`src/rtl/uart_tx_ctrl.sv`:
```
// uart_tx_ctrl: transmit controller for the UART peripheral.
// Buffers CSR-written bytes in a circular queue and drains them onto the serial
// line as 8N1 frames, CmpVal clock cycles per bit. Raises a one-cycle irq when
// the final queued frame's stop bit completes.
//
// Ports:
//   clk       core clock, rising edge
//   reset_n   asynchronous active-low reset
//   wr_en     FIFO CSR write strobe
//   wr_data   byte to enqueue
//   ovf_clr   clears the sticky overflow flag
//   tx        serial output, idle high, registered
//   level     queued byte count, 0..QueueSize
//   full      level == QueueSize
//   busy      a frame is in progress (FSM not idle)
//   overflow  sticky: a write was dropped
//   irq       one-cycle pulse when the queue has fully drained
module uart_tx_ctrl #(
  parameter int unsigned QueueSize = 32,
  parameter int unsigned PtrSize   = $clog2(QueueSize),
  parameter int unsigned CmpVal    = 173
) (
  input  logic             clk,
  input  logic             reset_n,
  input  logic             wr_en,
  input  logic [7:0]       wr_data,
  input  logic             ovf_clr,
  output logic             tx,
  output logic [PtrSize:0] level,
  output logic             full,
  output logic             busy,
  output logic             overflow,
  output logic             irq
);

  localparam int unsigned BaudW = $clog2(CmpVal);
  localparam logic [BaudW-1:0] BaudMax = BaudW'(CmpVal - 1);
  localparam logic [PtrSize:0] PtrOne  = (PtrSize+1)'(1);
  localparam logic [PtrSize:0] QFull   = (PtrSize+1)'(QueueSize);

  typedef enum logic [1:0] {StIdle, StStart, StData, StStop} state_e;

  state_e             state_q, state_d;
  logic [BaudW-1:0]   baud_q, baud_d;
  logic [2:0]         bit_q, bit_d;
  logic [7:0]         shreg_q, shreg_d;
  logic               tx_q, tx_d;
  logic               irq_q, irq_d;
  logic               ovf_q, ovf_d;
  logic [PtrSize:0]   wr_ptr_q, rd_ptr_q;
  logic [7:0]         mem [QueueSize];

  logic               pop;
  logic               wr_accept;
  logic               empty;
  logic               baud_end;

  // Extra pointer MSB distinguishes full from empty; subtraction wraps naturally.
  assign level     = wr_ptr_q - rd_ptr_q;
  assign full      = (level == QFull);
  assign empty     = (level == '0);
  assign baud_end  = (baud_q == BaudMax);
  // A pop frees a slot in the same edge, so a write on a full queue still lands.
  assign wr_accept = wr_en && (!full || pop);

  always_comb begin
    state_d = state_q;
    baud_d  = baud_end ? '0 : baud_q + BaudW'(1);
    bit_d   = bit_q;
    shreg_d = shreg_q;
    pop     = 1'b0;
    irq_d   = 1'b0;
    unique case (state_q)
      StIdle: begin
        baud_d = '0;
        if (!empty) begin
          pop     = 1'b1;
          shreg_d = mem[rd_ptr_q[PtrSize-1:0]];
          bit_d   = '0;
          state_d = StStart;
        end
      end
      StStart: begin
        if (baud_end) state_d = StData;
      end
      StData: begin
        if (baud_end) begin
          shreg_d = {1'b0, shreg_q[7:1]};
          bit_d   = bit_q + 3'd1;
          if (bit_q == 3'd7) state_d = StStop;
        end
      end
      StStop: begin
        if (baud_end) begin
          if (!empty) begin
            // Chain straight into the next start bit, no idle gap.
            pop     = 1'b1;
            shreg_d = mem[rd_ptr_q[PtrSize-1:0]];
            bit_d   = '0;
            state_d = StStart;
          end else begin
            state_d = StIdle;
            irq_d   = 1'b1;
          end
        end
      end
      default: state_d = StIdle;
    endcase
  end

  // tx is registered from next-state values so it changes on the same edge as the FSM.
  always_comb begin
    tx_d = 1'b1;
    unique case (state_d)
      StStart: tx_d = 1'b0;
      StData:  tx_d = shreg_d[0];
      default: tx_d = 1'b1;
    endcase
  end

  // Set wins over clear.
  always_comb begin
    ovf_d = ovf_q;
    if (ovf_clr) ovf_d = 1'b0;
    if (wr_en && !wr_accept) ovf_d = 1'b1;
  end

  always_ff @(posedge clk or negedge reset_n) begin
    if (!reset_n) begin
      state_q  <= StIdle;
      baud_q   <= '0;
      bit_q    <= '0;
      shreg_q  <= '0;
      tx_q     <= 1'b1;
      irq_q    <= 1'b0;
      ovf_q    <= 1'b0;
      wr_ptr_q <= '0;
      rd_ptr_q <= '0;
    end else begin
      state_q <= state_d;
      baud_q  <= baud_d;
      bit_q   <= bit_d;
      shreg_q <= shreg_d;
      tx_q    <= tx_d;
      irq_q   <= irq_d;
      ovf_q   <= ovf_d;
      if (wr_accept) wr_ptr_q <= wr_ptr_q + PtrOne;
      if (pop)       rd_ptr_q <= rd_ptr_q + PtrOne;
    end
  end

  // Storage needs no reset; pointers define validity.
  always_ff @(posedge clk) begin
    if (wr_accept) mem[wr_ptr_q[PtrSize-1:0]] <= wr_data;
  end

  assign tx       = tx_q;
  assign irq      = irq_q;
  assign overflow = ovf_q;
  assign busy     = (state_q != StIdle);

endmodule

```
`config.mk`:
```
export PLATFORM = sky130hd
export DESIGN_NAME = uart_tx_ctrl
export DESIGN_NICKNAME = d
export VERILOG_FILES = /design/src/rtl/uart_tx_ctrl.sv
export SDC_FILE = /design/constraint.sdc
export NUM_CORES = 1
export LEC_CHECK = 0
export CAP_MARGIN = 10
export CORE_ASPECT_RATIO = 0.6
export CORE_MARGIN = 2
export CORE_UTILIZATION = 33
export DETAILED_ROUTE_END_ITERATION = 8
export GPL_TIMING_DRIVEN = 1
export PLACE_DENSITY = 0.53
export SETUP_SLACK_MARGIN = 0.15
export SKIP_LAST_GASP = 1
export SLEW_MARGIN = 15
export SYNTH_ARGS = -nofsm -noshare
export SYNTH_HDL_FRONTEND = slang
export SYNTH_SLANG_ARGS = --single-unit
```
`constraint.sdc`:
```
create_clock -name clk -period 6.8 [get_ports clk]
set_clock_uncertainty 0.1 [all_clocks]
set_input_delay 2.04 -clock clk [delete_from_list [all_inputs] [get_ports clk]]
set_output_delay 2.04 -clock clk [all_outputs]
set_load 0.1 [all_outputs]
```
* Word level (Yosys, flattened, before mapping) *
Memories as Yosys holds them, arrays and structs flattened.
Index checks and enable logic that the tools add are counted.

word-level totals
  register bits after elaboration = 36
  memory bits (writable) = 256
  input bits = 12
  output and inout port bits = 11
  logic and storage cells = 65
  memories kept = 1

cells by class
  $add $sub $neg = 5
  equal/unequal tests = 10
  multiplexer cells = 28
  reductions and logical operators = 11

memories
  name  words  bits a word  read ports  clocked after Yosys merged registers in  wr ports  line  source
  mem   32     8            1           0                                        1         51    logic [7:0] mem [QueueSize];

operators with widths
  cell                                           count
  2-to-1 mux 8 bit                               5
  case mux 8 bit (3 select lines)                1
  adder 6 x 1 -> 6 bit, second input constant    2
  2-to-1 mux 1 bit                               10
  2-to-1 mux 2 bit                               5
  2-to-1 mux 3 bit                               3
  case mux 3 bit (3 select lines)                1
  adder 8 x 1 -> 8 bit, second input constant    1
  == test 8 bit, second input constant           1
  case mux 2 bit (4 select lines)                1
  == test 2 bit, second input constant           3
  == test 6 bit, second input constant           1
  logical NOT 6 bit                              1
  subtractor 6 bit                               1
  == test 2 x 1 -> 1 bit, second input constant  2
  inequality test 2 bit, second input constant   2
  case mux 1 bit (2 select lines)                2
  nonzero test 2 bit                             2
  adder 3 x 1 -> 3 bit, second input constant    1
  == test 3 bit, second input constant           1
  AND reduction 3 bit                            1
  nonzero test 3 bit                             1
  logical AND 1 bit                              2
  logical NOT 1 bit                              2
  other kinds (2)                                2

* Depth between registers and ports, before layout *
Gate-level depths: netlist of run 1.

  depth in word-level cells = 10
  depth in mapped cells = 13
  depth with buffers taken out = 10

* Least setup slack after synthesis of run 1 *
Ideal clock, no wire load.

  path type = flip-flop to output port
  start = register rd_ptr_q[2]
  end = output port full
  data arrival time = 4.781 ns
  data required time = 4.660 ns
  setup slack = -0.121 ns
  stages on the path, launching flop included = 9
  buffers on the path = 2
  cell sequence = dfrtp_1 -> buf_2 -> inv_2 -> buf_1 -> ha_1 -> xnor2_1 -> nor4_1 -> mux2i_1 -> nor3_1

between the ends
  longest elaborated chain between the ends = 2

ends and longest elaborated chain
  what                    line  source
  from (decl)             50    logic [PtrSize:0] wr_ptr_q, rd_ptr_q;
  from (signal assigned)  148   if (pop) rd_ptr_q <= rd_ptr_q + PtrOne;
  subtractor 6 bit        59    assign level = wr_ptr_q - rd_ptr_q;
  via level[2]            29    output logic [PtrSize:0] level,
  == test 6 bit           60    assign full = (level == QFull);
  to (decl)               30    output logic full,

The timed path passes the listed nets, and every way through them passes these cells.

* Worst setup path after layout of run 1 *
  start = register rd_ptr_q[0]
  end = output port level[1]

between the ends
  longest elaborated chain between the ends = 1

ends and longest elaborated chain
  what              line
  subtractor 6 bit  59
  to (decl)         29

Every way passes these cells.

==> flow_summary.json, run 1 <==
{
  "routed-via-count": 6115,
  "pwr_density_cell_mw_per_mm2": 325.4,
  "first_pass_grt_wire_length_um": 40480,
  "synth_simple_gate_area_share": 0.05658,
  "synthTopCellsByCount": "sky130_fd_sc_hd__edfxtp_1 (256), sky130_fd_sc_hd__mux4_2 (69), sky130_fd_sc_hd__nor2_1 (51), sky130_fd_sc_hd__nand2_1 (41), sky130_fd_sc_hd__dfrtp_1 (35)",
  "worst_setup_hold_path_clk_slew_ps": 70,
  "synth-xor-area-share": 0.01445,
  "seqCellArea_mm2": 0.008594,
  "postLayoutSetupSlackWorst_ps": 1313,
  "gp_routability_congestion": 0.7546,
  "synth_mux_area_frac": 0.1517,
  "maxSlewHeadroom": 0.3006,
  "synth_area_leaders": "sky130_fd_sc_hd__edfxtp_1 (63%), sky130_fd_sc_hd__mux4_2 (13%), sky130_fd_sc_hd__dfrtp_1 (7.2%)",
  "groute.layer.met2.usage": 0.2037,
  "initial_core_util": 0.3340,
  "synth_edf_count": 256,
  "hold_path_startpoint": "wr_ptr_q[5]",
  "count_of_nets_left_with_antenna_violations_after_detail_routing": 0,
  "worst_r2r_endpoint": "mem[21][6]",
  "yosysTopAreaCell": "sky130_fd_sc_hd__edfxtp_1",
  "worst_slew_pin_slew_ps": 1046,
  "clk_latency_ps": 540,
  "place_worst_setup_slack_ps": 1856,
  "buffer_ports.inserted": 22,
  "power.ir.vdd_worst_v": 0.0002442,
  "synth_adder_area_share": 0.02230,
  "cap_violations": 0,
  "netlist_area_mm2": 0.01212,
  "htreeDepth": 1,
  "cts_tree": "built",
  "cts_resized": 0,
  "unrepaired_setup_endpoints_after_global_routing": "false",
  "numnets_final": 734,
  "groute.layer.met1.usage": 0.2168,
  "drc": 0,
  "antenna_found_initial": 0,
  "timing.critical_path.arrival_ps": 3350,
  "overflow": 0,
  "fin_crit_ps": 5487,
  "grt.total_usage": 0.1422,
  "cp_data_required_time_ps": 4660,
  "min_path_cells": 1,
  "synth.avg_cell_area_um2": 18.06,
  "dp.final_hpwl_um": 17640,
  "static-leakage-power_uw": 0.004624,
  "synth-seq-area-share": 0.7088,
  "synth.distinct_cells": 60,
  "design_power_total_uw": 4463,
  "synth_top_family_by_area": "multiplexers",
  "syn-num-nets": 704,
  "timing.hold.worst.class": "reg2reg",
  "syn-instance-count": 671,
  "total_negative_slack_ps": 0,
  "dominantRegCellSynth": "sky130_fd_sc_hd__edfxtp_1",
  "core-area_mm2": 0.03628,
  "detail_route.wl_per_cell_um": 22.52,
  "cts_buf_count": 26,
  "firstDrtPassIters": 5,
  "drtIter0Drc": 504,
  "period_share": 0.8069,
  "grt_busiest_layer": "met1",
  "synthesis.yosys.warnings": 0,
  "cts_sinks": 292,
  "final.fill_count": 3241,
  "layout-drive-gt1-share": 0.1969,
  "synthArstFlopShare": 0.1233,
  "cts_setup_buffers": 0,
  "final.hold.worst_slack_ps": 389.2,
  "finalSetupViolations": 0,
  "crit_path_start": "rd_ptr_q[0]",
  "post-synth-top-count-cell": "sky130_fd_sc_hd__edfxtp_1",
  "height_of_the_die_um": 152.4,
  "diodes": 0,
  "area_growth_syn_to_layout_pct": 13.17,
  "io_pins": 23,
  "timing.critical_path.from_type": "flop",
  "timing.rr.start": "rd_ptr_q[0]",
  "finalMaxSlewViolations": 0,
  "critPathMaxFanout": 26,
  "grt_start_max_net_pins": 44,
  "final_hold_viol_count": 0,
  "max_freq_ghz": 0.1823,
  "ctsHoldBuffers": 0,
  "detail_route.vias_per_cell": 5.109,
  "end_kind": "primary output",
  "timing.setup.critical_path_class": "reg2out",
  "worst_r2r_path_depth": 8,
  "proportion_of_netlist_area_held_by_the_largest_area_contributor": 0.6343,
  "clock_tree.buffer_depth": 3,
  "cts-root-buf": "sky130_fd_sc_hd__clkbuf_16",
  "multiInputGateArea_mm2": 0.003341,
  "fp.dieArea_mm2": 0.03832,
  "wl_um": 26950,
  "first_global_vias": 6300,
  "run_status": "completed",
  "grt.met3_usage": 0.04339,
  "timing.reg2reg.setup_slack_ps": 2410,
  "dieWidth_um": 251.4,
  "min_delay_worst_endpoint": "wr_ptr_q[5]",
  "synth.ff_latch_count": 292,
  "placementRows": 54,
  "synth-compound-area-share": 0.02829
}
[placed cells by master, fill, tap and decap left out, drive strengths merged, types with 3 or more instances in the layout]
master / count
mux4: 71
nand2: 42
nand3b: 3
nor4: 4
ha: 20
buf: 18
o22ai: 5
nor3: 12
nand4: 6
and2: 3
clkdlybuf4s50: 12
xnor2: 13
edfxtp: 256
clkbuf: 34
a21oi: 10
nor2: 51
clkinv: 11
dfrtp: 35
nand3: 8
bufinv: 3
inv: 19
nand2b: 4
mux2i: 22
xor2: 7
o21ai: 11
or3: 3
a31oi: 5
[layer usage]
metal,share of wire,routed length [um],vias to the layer above
met3,0.074,1982,21
met4,0.0090,243,0
met2,0.43,11550,169
met1,0.49,13170,3209
li1,-,-,2716
met5,0,0,-
[worst max path at each step]
stage | slack (ps) | cells after the start | to
after floorplan | 1030 | 8 | full
after global placement | 1840 | 4 | level[1]
after detailed placement | 1860 | 4 | level[1]
after CTS | 1260 | 4 | level[1]
after global routing | 1170 | 4 | level[1]
final | 1310 | 4 | level[1]
[logic make-up (layout without fill, tap and decap cells)]
logic type | after synthesis | in the layout
flip-flops | 292 | 292
AND/OR/NAND/NOR | 145 | 145
multiplexers | 94 | 94
AO/OA/AOI/OAI | 51 | 51
buffers and inverters | 48 | 98
adder cells (fa/ha/maj) | 21 | 21
XOR/XNOR | 20 | 20
[cell type report]
cell class                      count  area share
Tap cell                          476     0.04342
Timing Repair Buffer               30     0.01770
Clock buffer                       34     0.05264
Sequential cell                   292      0.6266
Multi-Input combinational cell    331      0.2436
Inverter                           20    0.005473
Clock inverter                     14     0.01058
[sequential cells by signal, summed over array words and instances, names as in the netlist]
name / count
irq: 1
tx: 1
mem: 256
overflow: 1
shreg_q: 8
rd_ptr_q: 6
wr_ptr_q: 6
baud_q: 8
bit_q: 3
state_q: 2
[power by group]
part | internal [uW] | switching [uW] | leakage (uW) | total [uW]
clock network | 862 | 639 | 0.000423 | 1500
logic | 204 | 615 | 0.00145 | 819
registers | 2070 | 70.7 | 0.00275 | 2140
[per-stage QoR]
stage | area, um2 | instances | util
2_1_floorplan | 12140 | 671 | -
3_3_place_gp | 12870 | 1149 | 0.3547
5_1_grt | 13720 | 1197 | 0.3780
6_report | 13720 | 1197 | 0.3780
4_1_cts | 13740 | 1197 | 0.3786
3_5_place_dp | 12870 | 1149 | 0.3547
[critical path: stages, from the launching register on]
cell                              delay [ps]
sky130_fd_sc_hd__dfrtp_4                 790
sky130_fd_sc_hd__ha_1                    300
sky130_fd_sc_hd__fa_1                    440
sky130_fd_sc_hd__inv_1                    90
sky130_fd_sc_hd__clkdlybuf4s50_1        1180
Power figures use the tool's default switching activity.
==> run 2: changes to the inputs <==
--- a/config.mk
+++ b/config.mk
@@ -11,7 +11,7 @@
 export CORE_UTILIZATION = 33
 export DETAILED_ROUTE_END_ITERATION = 8
 export GPL_TIMING_DRIVEN = 1
-export PLACE_DENSITY = 0.53
+export PLACE_DENSITY = 0.54
 export SETUP_SLACK_MARGIN = 0.15
 export SKIP_LAST_GASP = 1
 export SLEW_MARGIN = 15
==> constraint.sdc (replaced) <==
create_clock -name clk -period 4.6 [get_ports clk]
set_clock_uncertainty 0.1 [all_clocks]
set_input_delay 1.38 -clock clk [delete_from_list [all_inputs] [get_ports clk]]
set_output_delay 1.38 -clock clk [all_outputs]
set_load 0.1 [all_outputs]
==> run 2 against run 1 <==
Compared with the run above:
- non-clock buffer count grew 8
- via count grew 3.3%
- setup slack lost 1000 ps
- die area is the same
- hold slack gained 1.2 ps
- power grew 48%
- first-iteration DRC count grew 15%
- global-route usage grew 0.73 points
- critical endpoint is now full
- largest power group unchanged
==> flow_summary.json, run 2 (synthesis gave the netlist of run 1 again) <==
{
  "run_status": "completed",
  "min_path_cells": 1,
  "finalSetupViolations": 0,
  "pwr-share-seq": 0.477,
  "fin_cells": 1201,
  "cp_data_required_time_ps": 3120,
  "pwr_density_cell_mw_per_mm2": 480.4,
  "critical_path.most_common_cell": "sky130_fd_sc_hd__inv_1",
  "final_hold_viol_count": 0,
  "clk_latency_ps": 560,
  "cts_buf_count": 26,
  "cp_cell_sequence": "inv_1, ha_1, fa_2, inv_1, nor4_2, mux2i_2, nor3_4, buf_12",
  "critical_path.top_delay_family": "adder cells",
  "wl_um": 27940,
  "diodes": 0,
  "p_switching_uw": 2030,
  "drc": 0,
  "max_stage_delay_ps": 540,
  "first_pass_grt_wire_length_um": 42530,
  "dp.final_hpwl_um": 18510,
  "cts_tree": "built",
  "first_global_vias": 6420,
  "timing.critical_path.from_type": "flop",
  "routed-via-count": 6315,
  "critPathSlowestCell": "sky130_fd_sc_hd__fa_2",
  "area_growth_syn_to_layout_pct": 13.70,
  "place_worst_setup_slack_ps": 325.0,
  "worst_r2r_endpoint": "mem[26][1]",
  "detail_route.wl_per_cell_um": 23.27,
  "dieWidth_um": 251.4,
  "timing.reg2reg.setup_slack_ps": 460,
  "finalMaxSlewViolations": 0,
  "critPathMaxFanout": 4,
  "numnets_final": 742,
  "internal_power_uw": 4591,
  "antenna_found_initial": 0,
  "final_cell_mix": "sky130_fd_sc_hd__edfxtp_1 (256), sky130_fd_sc_hd__mux4_2 (69), sky130_fd_sc_hd__nor2_1 (51)",
  "end_kind": "primary output",
  "power.ir.vdd_worst_v": 0.0004253,
  "timing.hold.worst.class": "reg2reg",
  "largest_reg_flops": 256,
  "maxSlewHeadroom": 0.3479,
  "groute.layer.met1.usage": 0.2377,
  "timing.setup.critical_path_class": "reg2out",
  "drtIter0Drc": 581,
  "fp.dieArea_mm2": 0.03832,
  "cts_setup_buffers": 0,
  "postLayoutSetupSlackWorst_ps": 266.5,
  "worst_slew_pin_slew_ps": 975.1,
  "combPwrFrac": 0.216,
  "static-leakage-power_uw": 0.004647,
  "mostFrequentLayoutCell": "sky130_fd_sc_hd__edfxtp_1",
  "net_switching_share_of_the_total_power": 0.3066,
  "count_of_nets_left_with_antenna_violations_after_detail_routing": 0,
  "gp_routability_congestion": 0.8446,
  "grt.met3_usage": 0.04271,
  "detail_route.vias_per_cell": 5.258,
  "worst_setup_hold_path_clk_slew_ps": 70,
  "total_negative_slack_ps": 0,
  "pwr-share-clk": 0.307,
  "timing.critical_path.buf_inv": 3,
  "htreeDepth": 1,
  "cap_violations": 0,
  "grt_busiest_layer": "met1",
  "worst_r2r_path_depth": 9,
  "initial_core_util": 0.3340,
  "min_delay_worst_endpoint": "bit_q[0]",
  "core-area_mm2": 0.03628,
  "grt.total_usage": 0.1495,
  "cts-root-buf": "sky130_fd_sc_hd__clkbuf_16",
  "overflow": 0,
  "clock_tree.buffer_depth": 3,
  "timing.critical_path.arrival_ps": 2850,
  "height_of_the_die_um": 152.4,
  "cell_area_reported_after_detailed_placement_mm2": 0.01300,
  "hold_path_startpoint": "bit_q[0]",
  "timing.rr.start": "wr_ptr_q[0]",
  "cts_sinks": 292,
  "max_freq_ghz": 0.2308,
  "crit_path_start": "wr_ptr_q[0]",
  "final_area_mm2": 0.01378,
  "buffer_ports.inserted": 22,
  "fin_crit_ps": 4333,
  "placementRows": 54,
  "period_share": 0.9421,
  "grt_start_max_net_pins": 37,
  "firstDrtPassIters": 5,
  "groute.layer.met2.usage": 0.2052,
  "io_pins": 23,
  "unrepaired_setup_endpoints_after_global_routing": "false",
  "place_inst": 1157,
  "layout-drive-gt1-share": 0.2083
}
[run 2: cell count changes in the layout (fill, tap and decap cells not counted), moves of 2 or more]
cell	previous run	this run
sky130_fd_sc_hd__buf_4	13	19
sky130_fd_sc_hd__buf_12	0	5
sky130_fd_sc_hd__bufinv_16	3	1
sky130_fd_sc_hd__clkbuf_8	2	0
sky130_fd_sc_hd__buf_2	5	3
[run 2: what timing repair did]
| action | 4_1_cts | 5_1_grt |
|---|---|---|
| gates resized for setup | 1 | 2 |
| endpoints found under the setup margin | 1 | 1 |
| pin swaps | 0 | 0 |
| hold buffers | 0 | 0 |
[run 2: area by class of cell]
| class | count | area (um2) |
|---|---|---|
| tap | 476 | 595.6 |
| clock inverter | 13 | 98.84 |
| sequential | 292 | 8594 |
| clock buffer | 31 | 669.4 |
| multi-input combinational | 331 | 3378 |
| inverter | 20 | 75.07 |
| timing repair buffer | 38 | 367.9 |
| fill | 3230 | 22500 |
[run 2: metal layers]
metal  wire, um  vias up
met5          0        -
met4        359        0
met3       2479       32
met2      11560      237
met1      13540     3319
li1           -     2727
[run 2: worst max path at each step]
stage / to / slack (ps) / cells after the start
floorplan: full / 40 / 9
global placement: mem[30][5] / 430 / 9
detailed placement: mem[22][2] / 320 / 9
CTS: full / 170 / 8
global route: full / 150 / 8
finish: full / 270 / 8
[run 2: power groups by stage]
| stage | Clock (uW) | Combinational [uW] | Sequential [uW] |
|---|---|---|---|
| 2_1_floorplan | 0 | 958 | 3160 |
| 3_3_place_gp | 0 | 1410 | 3200 |
| 3_5_place_dp | 0 | 1420 | 3210 |
| 4_1_cts | 2070 | 1430 | 3150 |
| 5_1_grt | 2200 | 1510 | 3170 |
| 6_report | 2030 | 1430 | 3160 |
[run 2: metrics by stage]
step | util | total power, uW | hold slack, ps
after floorplan | - | 4120 | 355.3
after global placement | 0.3585 | 4616 | 370.4
after detailed placement | 0.3583 | 4624 | 383.2
after CTS | 0.3795 | 6653 | 396.6
after global routing | 0.3798 | 6869 | 417.5
final | 0.3798 | 6620 | 390.3
